[src/rtl/qpix_serial_loader_if.sv]
// Bus bundle between the register file (master) and the Q-Pix serial loader
// (slave): register-level strobes, the configuration word, the ASIC-side
// serial pins, the readback word and the status flags.
interface qpix_serial_loader_if;
    logic        load_sr;
    logic        xmit;
    logic [31:0] data_in;
    logic        load_data;
    logic        rb_start;
    logic        sdi;
    logic        sdo;
    logic        sclk;
    logic        load_data_o;
    logic [31:0] rb_data;
    logic        busy;
    logic        done;

    modport master (
        output load_sr, xmit, data_in, load_data, rb_start, sdi,
        input  sdo, sclk, load_data_o, rb_data, busy, done
    );

    modport slave (
        input  load_sr, xmit, data_in, load_data, rb_start, sdi,
        output sdo, sclk, load_data_o, rb_data, busy, done
    );
endinterface

[src/rtl/qpix_serial_loader.sv]
// Q-Pix serial configuration loader.
// Shifts a 32-bit word out MSB first on sdo/sclk, optionally reads a 32-bit
// word back on sdi, and generates the loadData one-shot for the ASIC.
// Optional feature macro: QPIX_READBACK_EN (adds the RB state, sdi path and
// rb_data register; when undefined rb_start/sdi are ignored, rb_data = 0).
module qpix_serial_loader #(
    parameter int CLK_DIV        = 25,
    parameter int LOAD_PULSE_CYC = 5000
) (
    input  logic                    clk,
    input  logic                    rst_n,
    qpix_serial_loader_if.slave     bus
);

    typedef enum logic [1:0] {IDLE, SHIFT, RB, HOLD} state_t;

    localparam int          NSTB     = 4;
    localparam logic [7:0]  DIV_LAST = 8'(CLK_DIV - 1);
    localparam int          LD_W     = (LOAD_PULSE_CYC > 1) ? $clog2(LOAD_PULSE_CYC) : 1;

    // Strobe index map: 0 load_sr, 1 xmit, 2 load_data, 3 rb_start
    logic [NSTB-1:0] stb_in;
    logic [NSTB-1:0] stb_level;
    logic [NSTB-1:0] stb_edge;

    assign stb_in = {bus.rb_start, bus.load_data, bus.xmit, bus.load_sr};

    generate
        for (genvar gi = 0; gi < NSTB; gi++) begin : g_stb
            logic q_reg;
            logic prev_reg;
            // Register each strobe once and keep the previous sample for edge detection
            always_ff @(posedge clk or negedge rst_n) begin
                if (!rst_n) begin
                    q_reg    <= 1'b0;
                    prev_reg <= 1'b0;
                end else begin
                    q_reg    <= stb_in[gi];
                    prev_reg <= q_reg;
                end
            end
            assign stb_level[gi] = q_reg;
            assign stb_edge[gi]  = q_reg & ~prev_reg;
        end
    endgenerate

    logic load_edge, xmit_edge, ld_edge, xmit_lvl;
    assign load_edge = stb_edge[0];
    assign xmit_edge = stb_edge[1];
    assign ld_edge   = stb_edge[2];
    assign xmit_lvl  = stb_level[1];

    state_t      state_reg, state_next;
    logic [7:0]  div_cnt_reg, div_cnt_next;
    logic        phase_reg, phase_next;       // 0: sclk low half, 1: sclk high half
    logic [4:0]  bitcnt_reg, bitcnt_next;
    logic [31:0] sr_reg, sr_next;
    logic        sdo_reg, sdo_next;
    logic        sclk_reg, sclk_next;
    logic        done_reg, done_next;
    logic        bit_end;
    logic        hold_exit;

`ifdef QPIX_READBACK_EN
    logic        rb_edge, rb_lvl;
    logic        hold_rb_reg, hold_rb_next;   // remembers whether HOLD came from RB
    logic [31:0] rb_shift_reg, rb_shift_next;
    logic [31:0] rb_data_reg, rb_data_next;

    assign rb_edge   = stb_edge[3];
    assign rb_lvl    = stb_level[3];
    assign hold_exit = hold_rb_reg ? !rb_lvl : !xmit_lvl;
`else
    logic unused_rb;
    assign unused_rb = &{1'b0, stb_edge[3], stb_level[3], bus.sdi};
    assign hold_exit = !xmit_lvl;
`endif

    assign bit_end = (div_cnt_reg == DIV_LAST);

    // Next-state and registered-output logic for the transfer FSM
    always_comb begin
        state_next   = state_reg;
        div_cnt_next = div_cnt_reg;
        phase_next   = phase_reg;
        bitcnt_next  = bitcnt_reg;
        sr_next      = sr_reg;
        sdo_next     = sdo_reg;
        sclk_next    = sclk_reg;
        done_next    = 1'b0;
`ifdef QPIX_READBACK_EN
        hold_rb_next  = hold_rb_reg;
        rb_shift_next = rb_shift_reg;
        rb_data_next  = rb_data_reg;
`endif
        case (state_reg)
            IDLE: begin
                sdo_next  = 1'b0;
                sclk_next = 1'b0;
                if (load_edge) begin
                    sr_next = bus.data_in;
                end
                if (xmit_edge) begin
                    // xmit wins over a coincident rb_start edge
                    state_next   = SHIFT;
                    div_cnt_next = 8'd0;
                    phase_next   = 1'b0;
                    bitcnt_next  = 5'd0;
                    sdo_next     = load_edge ? bus.data_in[31] : sr_reg[31];
`ifdef QPIX_READBACK_EN
                    hold_rb_next = 1'b0;
                end else if (rb_edge) begin
                    state_next    = RB;
                    div_cnt_next  = 8'd0;
                    phase_next    = 1'b0;
                    bitcnt_next   = 5'd0;
                    hold_rb_next  = 1'b1;
                    rb_shift_next = '0;
`endif
                end
            end
            SHIFT: begin
                if (!xmit_lvl) begin
                    // Abort: keep partially rotated sr, no done pulse
                    state_next = IDLE;
                    sclk_next  = 1'b0;
                    sdo_next   = 1'b0;
                end else if (bit_end) begin
                    div_cnt_next = 8'd0;
                    if (!phase_reg) begin
                        phase_next = 1'b1;
                        sclk_next  = 1'b1;
                    end else begin
                        phase_next = 1'b0;
                        sclk_next  = 1'b0;
                        sr_next    = {sr_reg[30:0], sr_reg[31]};
                        if (bitcnt_reg == 5'd31) begin
                            done_next  = 1'b1;
                            sdo_next   = 1'b0;
                            state_next = HOLD;
                        end else begin
                            bitcnt_next = bitcnt_reg + 5'd1;
                            sdo_next    = sr_reg[30];
                        end
                    end
                end else begin
                    div_cnt_next = div_cnt_reg + 8'd1;
                end
            end
`ifdef QPIX_READBACK_EN
            RB: begin
                sdo_next = 1'b0;
                // Sample sdi in the first cycle of each sclk high half
                if (phase_reg && div_cnt_reg == 8'd0) begin
                    rb_shift_next = {rb_shift_reg[30:0], bus.sdi};
                end
                if (bit_end) begin
                    div_cnt_next = 8'd0;
                    if (!phase_reg) begin
                        phase_next = 1'b1;
                        sclk_next  = 1'b1;
                    end else begin
                        phase_next = 1'b0;
                        sclk_next  = 1'b0;
                        if (bitcnt_reg == 5'd31) begin
                            done_next    = 1'b1;
                            rb_data_next = rb_shift_next;
                            state_next   = HOLD;
                        end else begin
                            bitcnt_next = bitcnt_reg + 5'd1;
                        end
                    end
                end else begin
                    div_cnt_next = div_cnt_reg + 8'd1;
                end
            end
`endif
            HOLD: begin
                sclk_next = 1'b0;
                sdo_next  = 1'b0;
                if (hold_exit) begin
                    state_next = IDLE;
                end
            end
            default: begin
                state_next = IDLE;
                sclk_next  = 1'b0;
                sdo_next   = 1'b0;
            end
        endcase
    end

    // FSM state and datapath registers
    always_ff @(posedge clk or negedge rst_n) begin
        if (!rst_n) begin
            state_reg   <= IDLE;
            div_cnt_reg <= 8'd0;
            phase_reg   <= 1'b0;
            bitcnt_reg  <= 5'd0;
            sr_reg      <= '0;
            sdo_reg     <= 1'b0;
            sclk_reg    <= 1'b0;
            done_reg    <= 1'b0;
        end else begin
            state_reg   <= state_next;
            div_cnt_reg <= div_cnt_next;
            phase_reg   <= phase_next;
            bitcnt_reg  <= bitcnt_next;
            sr_reg      <= sr_next;
            sdo_reg     <= sdo_next;
            sclk_reg    <= sclk_next;
            done_reg    <= done_next;
        end
    end

`ifdef QPIX_READBACK_EN
    // Readback shift and result registers
    always_ff @(posedge clk or negedge rst_n) begin
        if (!rst_n) begin
            hold_rb_reg  <= 1'b0;
            rb_shift_reg <= '0;
            rb_data_reg  <= '0;
        end else begin
            hold_rb_reg  <= hold_rb_next;
            rb_shift_reg <= rb_shift_next;
            rb_data_reg  <= rb_data_next;
        end
    end
    assign bus.rb_data = rb_data_reg;
`else
    assign bus.rb_data = '0;
`endif

    logic            ld_reg;
    logic [LD_W-1:0] ld_cnt_reg;

    // loadData one-shot: independent of the FSM, retrigger ignored while high
    always_ff @(posedge clk or negedge rst_n) begin
        if (!rst_n) begin
            ld_reg     <= 1'b0;
            ld_cnt_reg <= '0;
        end else if (!ld_reg) begin
            if (ld_edge) begin
                ld_reg     <= 1'b1;
                ld_cnt_reg <= LD_W'(LOAD_PULSE_CYC - 1);
            end
        end else if (ld_cnt_reg == '0) begin
            ld_reg <= 1'b0;
        end else begin
            ld_cnt_reg <= ld_cnt_reg - LD_W'(1);
        end
    end

    assign bus.sdo         = sdo_reg;
    assign bus.sclk        = sclk_reg;
    assign bus.done        = done_reg;
    assign bus.busy        = (state_reg != IDLE);
    assign bus.load_data_o = ld_reg;

endmodule

[src/flat_wrapper.sv]
// flat-port wrapper written by rule: the top's interface ports become plain ports
module qpix_serial_loader_flat 
#(
    parameter int CLK_DIV        = 25,
    parameter int LOAD_PULSE_CYC = 5000
)
  (clk, rst_n, bus_load_sr, bus_xmit, bus_data_in, bus_load_data, bus_rb_start, bus_sdi, bus_sdo, bus_sclk, bus_load_data_o, bus_rb_data, bus_busy, bus_done);
  qpix_serial_loader_if bus_i ();
  input  logic clk;
  input  logic rst_n;
  input wire logic [$bits(bus_i.load_sr)-1:0] bus_load_sr;
  input wire logic [$bits(bus_i.xmit)-1:0] bus_xmit;
  input wire logic [$bits(bus_i.data_in)-1:0] bus_data_in;
  input wire logic [$bits(bus_i.load_data)-1:0] bus_load_data;
  input wire logic [$bits(bus_i.rb_start)-1:0] bus_rb_start;
  input wire logic [$bits(bus_i.sdi)-1:0] bus_sdi;
  output wire logic [$bits(bus_i.sdo)-1:0] bus_sdo;
  output wire logic [$bits(bus_i.sclk)-1:0] bus_sclk;
  output wire logic [$bits(bus_i.load_data_o)-1:0] bus_load_data_o;
  output wire logic [$bits(bus_i.rb_data)-1:0] bus_rb_data;
  output wire logic [$bits(bus_i.busy)-1:0] bus_busy;
  output wire logic [$bits(bus_i.done)-1:0] bus_done;
  assign bus_i.load_sr = bus_load_sr;
  assign bus_i.xmit = bus_xmit;
  assign bus_i.data_in = bus_data_in;
  assign bus_i.load_data = bus_load_data;
  assign bus_i.rb_start = bus_rb_start;
  assign bus_i.sdi = bus_sdi;
  assign bus_sdo = bus_i.sdo;
  assign bus_sclk = bus_i.sclk;
  assign bus_load_data_o = bus_i.load_data_o;
  assign bus_rb_data = bus_i.rb_data;
  assign bus_busy = bus_i.busy;
  assign bus_done = bus_i.done;
  qpix_serial_loader #(.CLK_DIV(CLK_DIV), .LOAD_PULSE_CYC(LOAD_PULSE_CYC)) u_core (.clk(clk), .rst_n(rst_n), .bus(bus_i));
endmodule
[config.mk]
export PLATFORM = sky130hd
export DESIGN_NAME = qpix_serial_loader_flat
export DESIGN_NICKNAME = d
export VERILOG_FILES = /design/src/rtl/qpix_serial_loader_if.sv /design/src/rtl/qpix_serial_loader.sv /design/src/flat_wrapper.sv
export SDC_FILE = /design/constraint.sdc
export NUM_CORES = 1
export LEC_CHECK = 0
export BUFFER_PORTS_ARGS = -buffer_cell sky130_fd_sc_hd__buf_2
export CAP_MARGIN = 10
export CORE_UTILIZATION = 31
export CTS_CLUSTER_SIZE = 16
export DETAILED_ROUTE_END_ITERATION = 6
export PLACE_DENSITY = 0.54
export SYNTH_ARGS = -nofsm -noshare
export SYNTH_HDL_FRONTEND = slang
export SYNTH_SLANG_ARGS = --single-unit
[constraint.sdc]
create_clock -name clk -period 4.7 [get_ports clk]
set_input_delay 0.47 -clock clk [delete_from_list [all_inputs] [get_ports clk]]
set_output_delay 0.47 -clock clk [all_outputs]
set_load 0.01 [all_outputs]
==> summary.md <==
| Metric | Value |
|---|---|
| Initial DRC count | `120` |
| CTS Hold Bufs | `0` |
| Post-Synthesis Cells | `370` |
| Placed inst area | `3910 sq um` |
| Antenna cells | `0` |
| Largest net degree at the start of global routing | `65` |
| Most frequent cells in the layout | `71 x dfrtp_1, 51 x nand2_1, 43 x mux2i_1` |
| Slew headroom | `41.3%` |
| Congestion Overflow GR | `0` |
| CTS tree | `done` |
| Die area | `12200 sq um` |
| Hold Path Class | `in -> reg` |
| Core Footprint | `11500 sq um` |
| H-tree depth | `3` |
| Endpoints failing hold | `0` |
| Yosys reg bits | `71` |
| Mapped Avg Cell Area | `9.89 sq um` |
| Die W | `111 um` |
| Vias in the first global route | `2528` |
| Worst hold slack | `242 ps` |
| GR Util All Layers | `11.9%` |
| Power per cell area | `456 nW/um^2` |
| Async SR Flop Fraction | `100%` |
| Finished Core Util | `37.3%` |
| Worst-Margin Slew | `881 ps` |
| Clk root buf | `clkbuf_16` |
| Syn. warnings | `0` |
| Post-Syn Area | `3660 sq um` |
| Final nets | `456` |
| Unrepaired setup endpoints after global routing | `false` |
| CTS max path bufs | `2` |
| DRC viols | `0` |
| # port buffers | `41` |
| # IOs | `76` |
| TritonRoute pass-1 iters | `4` |
| Fillers | `1144` |
| Max IR drop VDD | `0.219 mV` |
| Tmin final | `2230 ps` |
| Outcome | `complete, no violations` |
| Synth Flop Type | `dfrtp_1` |
| Hpwl dp | `4660 um` |
| Pins Over Slew Limit | `0` |
| Commonest non-fill, non-tap cell in the layout | `dfrtp_1` |
| Leakage | `1.98 nW` |
| Final setup TNS | `0 ps` |
| Register area share after synthesis | `48.5%` |
| TritonCTS buffer count | `9` |
| Cell variety after synth | `44` |
| RePlAce Congestion | `0.778` |
| CP Data Arrival Time | `2490 ps` |
| Post-DR vias/cell | `4.57` |
| CP required | `4960 ps` |
| Initial Util | `31.9%` |
| WS Path Type | `reg -> reg` |
| FMAX | `449 MHz` |
| Detail Route Antenna Nets | `0` |
| Row cnt | `39` |
| Final Instance Area | `4280 sq um` |
| CTS clk-pin slew, worst paths | `60 ps` |
| Critical Path Source Type | `register` |
| CTS sink count | `71` |
| Setup Skew | `4.26 ps` |
| Via Count | `2554` |
| Area growth syn-to-layout | `17.0%` |
| Final setup fails | `0` |
| Post-synth EDFFs | `0` |
| Share of cells above drive strength 1 | `16.3%` |
| Wire per inst | `12.0 um` |
| CP endpoint kind | `register` |
| Max FO, Critical Path | `34` |
| Clock latency at the later pin of the worst-skew pair | `330 ps` |
| Cts repair resizes | `0` |
| Global-route wire length before repair | `11900 um` |
| Largest register FFs | `32` |
| Die height | `111 um` |
| Postcts setup bufs | `0` |
| WL final | `6710 um` |
| Initial antenna violation count | `0` |
| Fin crit share | `47.4%` |
| Max-cap check violation count | `0` |
per-stage QoR:
stage	std cells	worst slack (ps)	power [mW]
finish	559	2470	1.95
global route	559	2300	2.07
CTS	559	2430	1.98
detailed placement	543	2450	1.13
global placement	543	2460	1.11
floorplan	401	2880	1.05
routing by layer:
| layer | track usage, % | vias to the layer above | wire, um |
|---|---|---|---|
| li1 | - | 1308 | - |
| met1 | 16.2 | 1183 | 3340 |
| met2 | 17.7 | 56 | 2980 |
| met3 | 3.88 | 7 | 304 |
| met4 | 4.18 | 0 | 81 |
| met5 | 0 | - | 0 |
cells by family after synthesis:
kind of cell	Yosys count	synth area share, %
AND/OR/NAND/NOR	128	17.9
multiplexers	43	11.8
AO/OA/AOI/OAI	62	9.71
adder cells (fa/ha/maj)	6	2.05
other	1	0.102
XOR/XNOR	4	0.957
flip-flops	71	48.5
buffers and inverters	55	8.96
synthesized netlist by cell type, drive strengths merged, types with 3 or more instances:
library cell	instances	area (sq um)
a21oi	9	45.0
buf	36	256
clkbuf	9	33.8
dfrtp	71	1780
ha	6	75.1
inv	10	37.5
mux2i	43	430
nand2	51	191
nand2b	5	31.3
nand3	13	65.1
nand4	3	18.8
nor2	16	60.1
nor2b	5	31.3
nor4	4	25.0
o21ai	40	200
o31ai	3	22.5
or3	10	62.6
or4	4	30.0
xnor2	3	26.3
area by class of cell:
type                            instances  area, sq um  area share [%]
Sequential cell                        71         1780            41.5
Multi-Input combinational cell        275         1690            39.5
Timing Repair Buffer                   44          228            5.32
Clock buffer                            9          225            5.26
Tap cell                              143          179            4.18
Clock inverter                          7          145            3.39
Inverter                               10         37.5           0.877
final timing paths:
kind / start / cells after the start / endpoint / slack, ps
worst min register to register: u_core.g_stb[2].q_reg / 0 / u_core.g_stb[2].prev_reg / 380
max in group asynchronous: rst_n / 2 / u_core.div_cnt_reg[6] / 3500
worst min-delay path: bus_load_data / 1 / u_core.g_stb[2].q_reg / 240
worst max-delay path: u_core.state_reg[0] / 5 / u_core.bitcnt_reg[0] / 2470
worst max register to register: u_core.state_reg[0] / 5 / u_core.bitcnt_reg[0] / 2470
min in group asynchronous: rst_n / 1 / u_core.sr_reg[19] / 250
critical path, cell delays in order, from the launching register on:
cell     delay, ps
dfrtp_1        540
nor2b_4        200
buf_4          480
nand2_1        290
or4_1          520
mux2i_1        120
power breakdown:
group / switching, mW / internal, mW / total (mW)
registers: 0.0907 / 0.723 / 0.814
clock network: 0.265 / 0.574 / 0.839
logic: 0.165 / 0.135 / 0.300
Note: power is estimated with default switching activity, not from simulation.
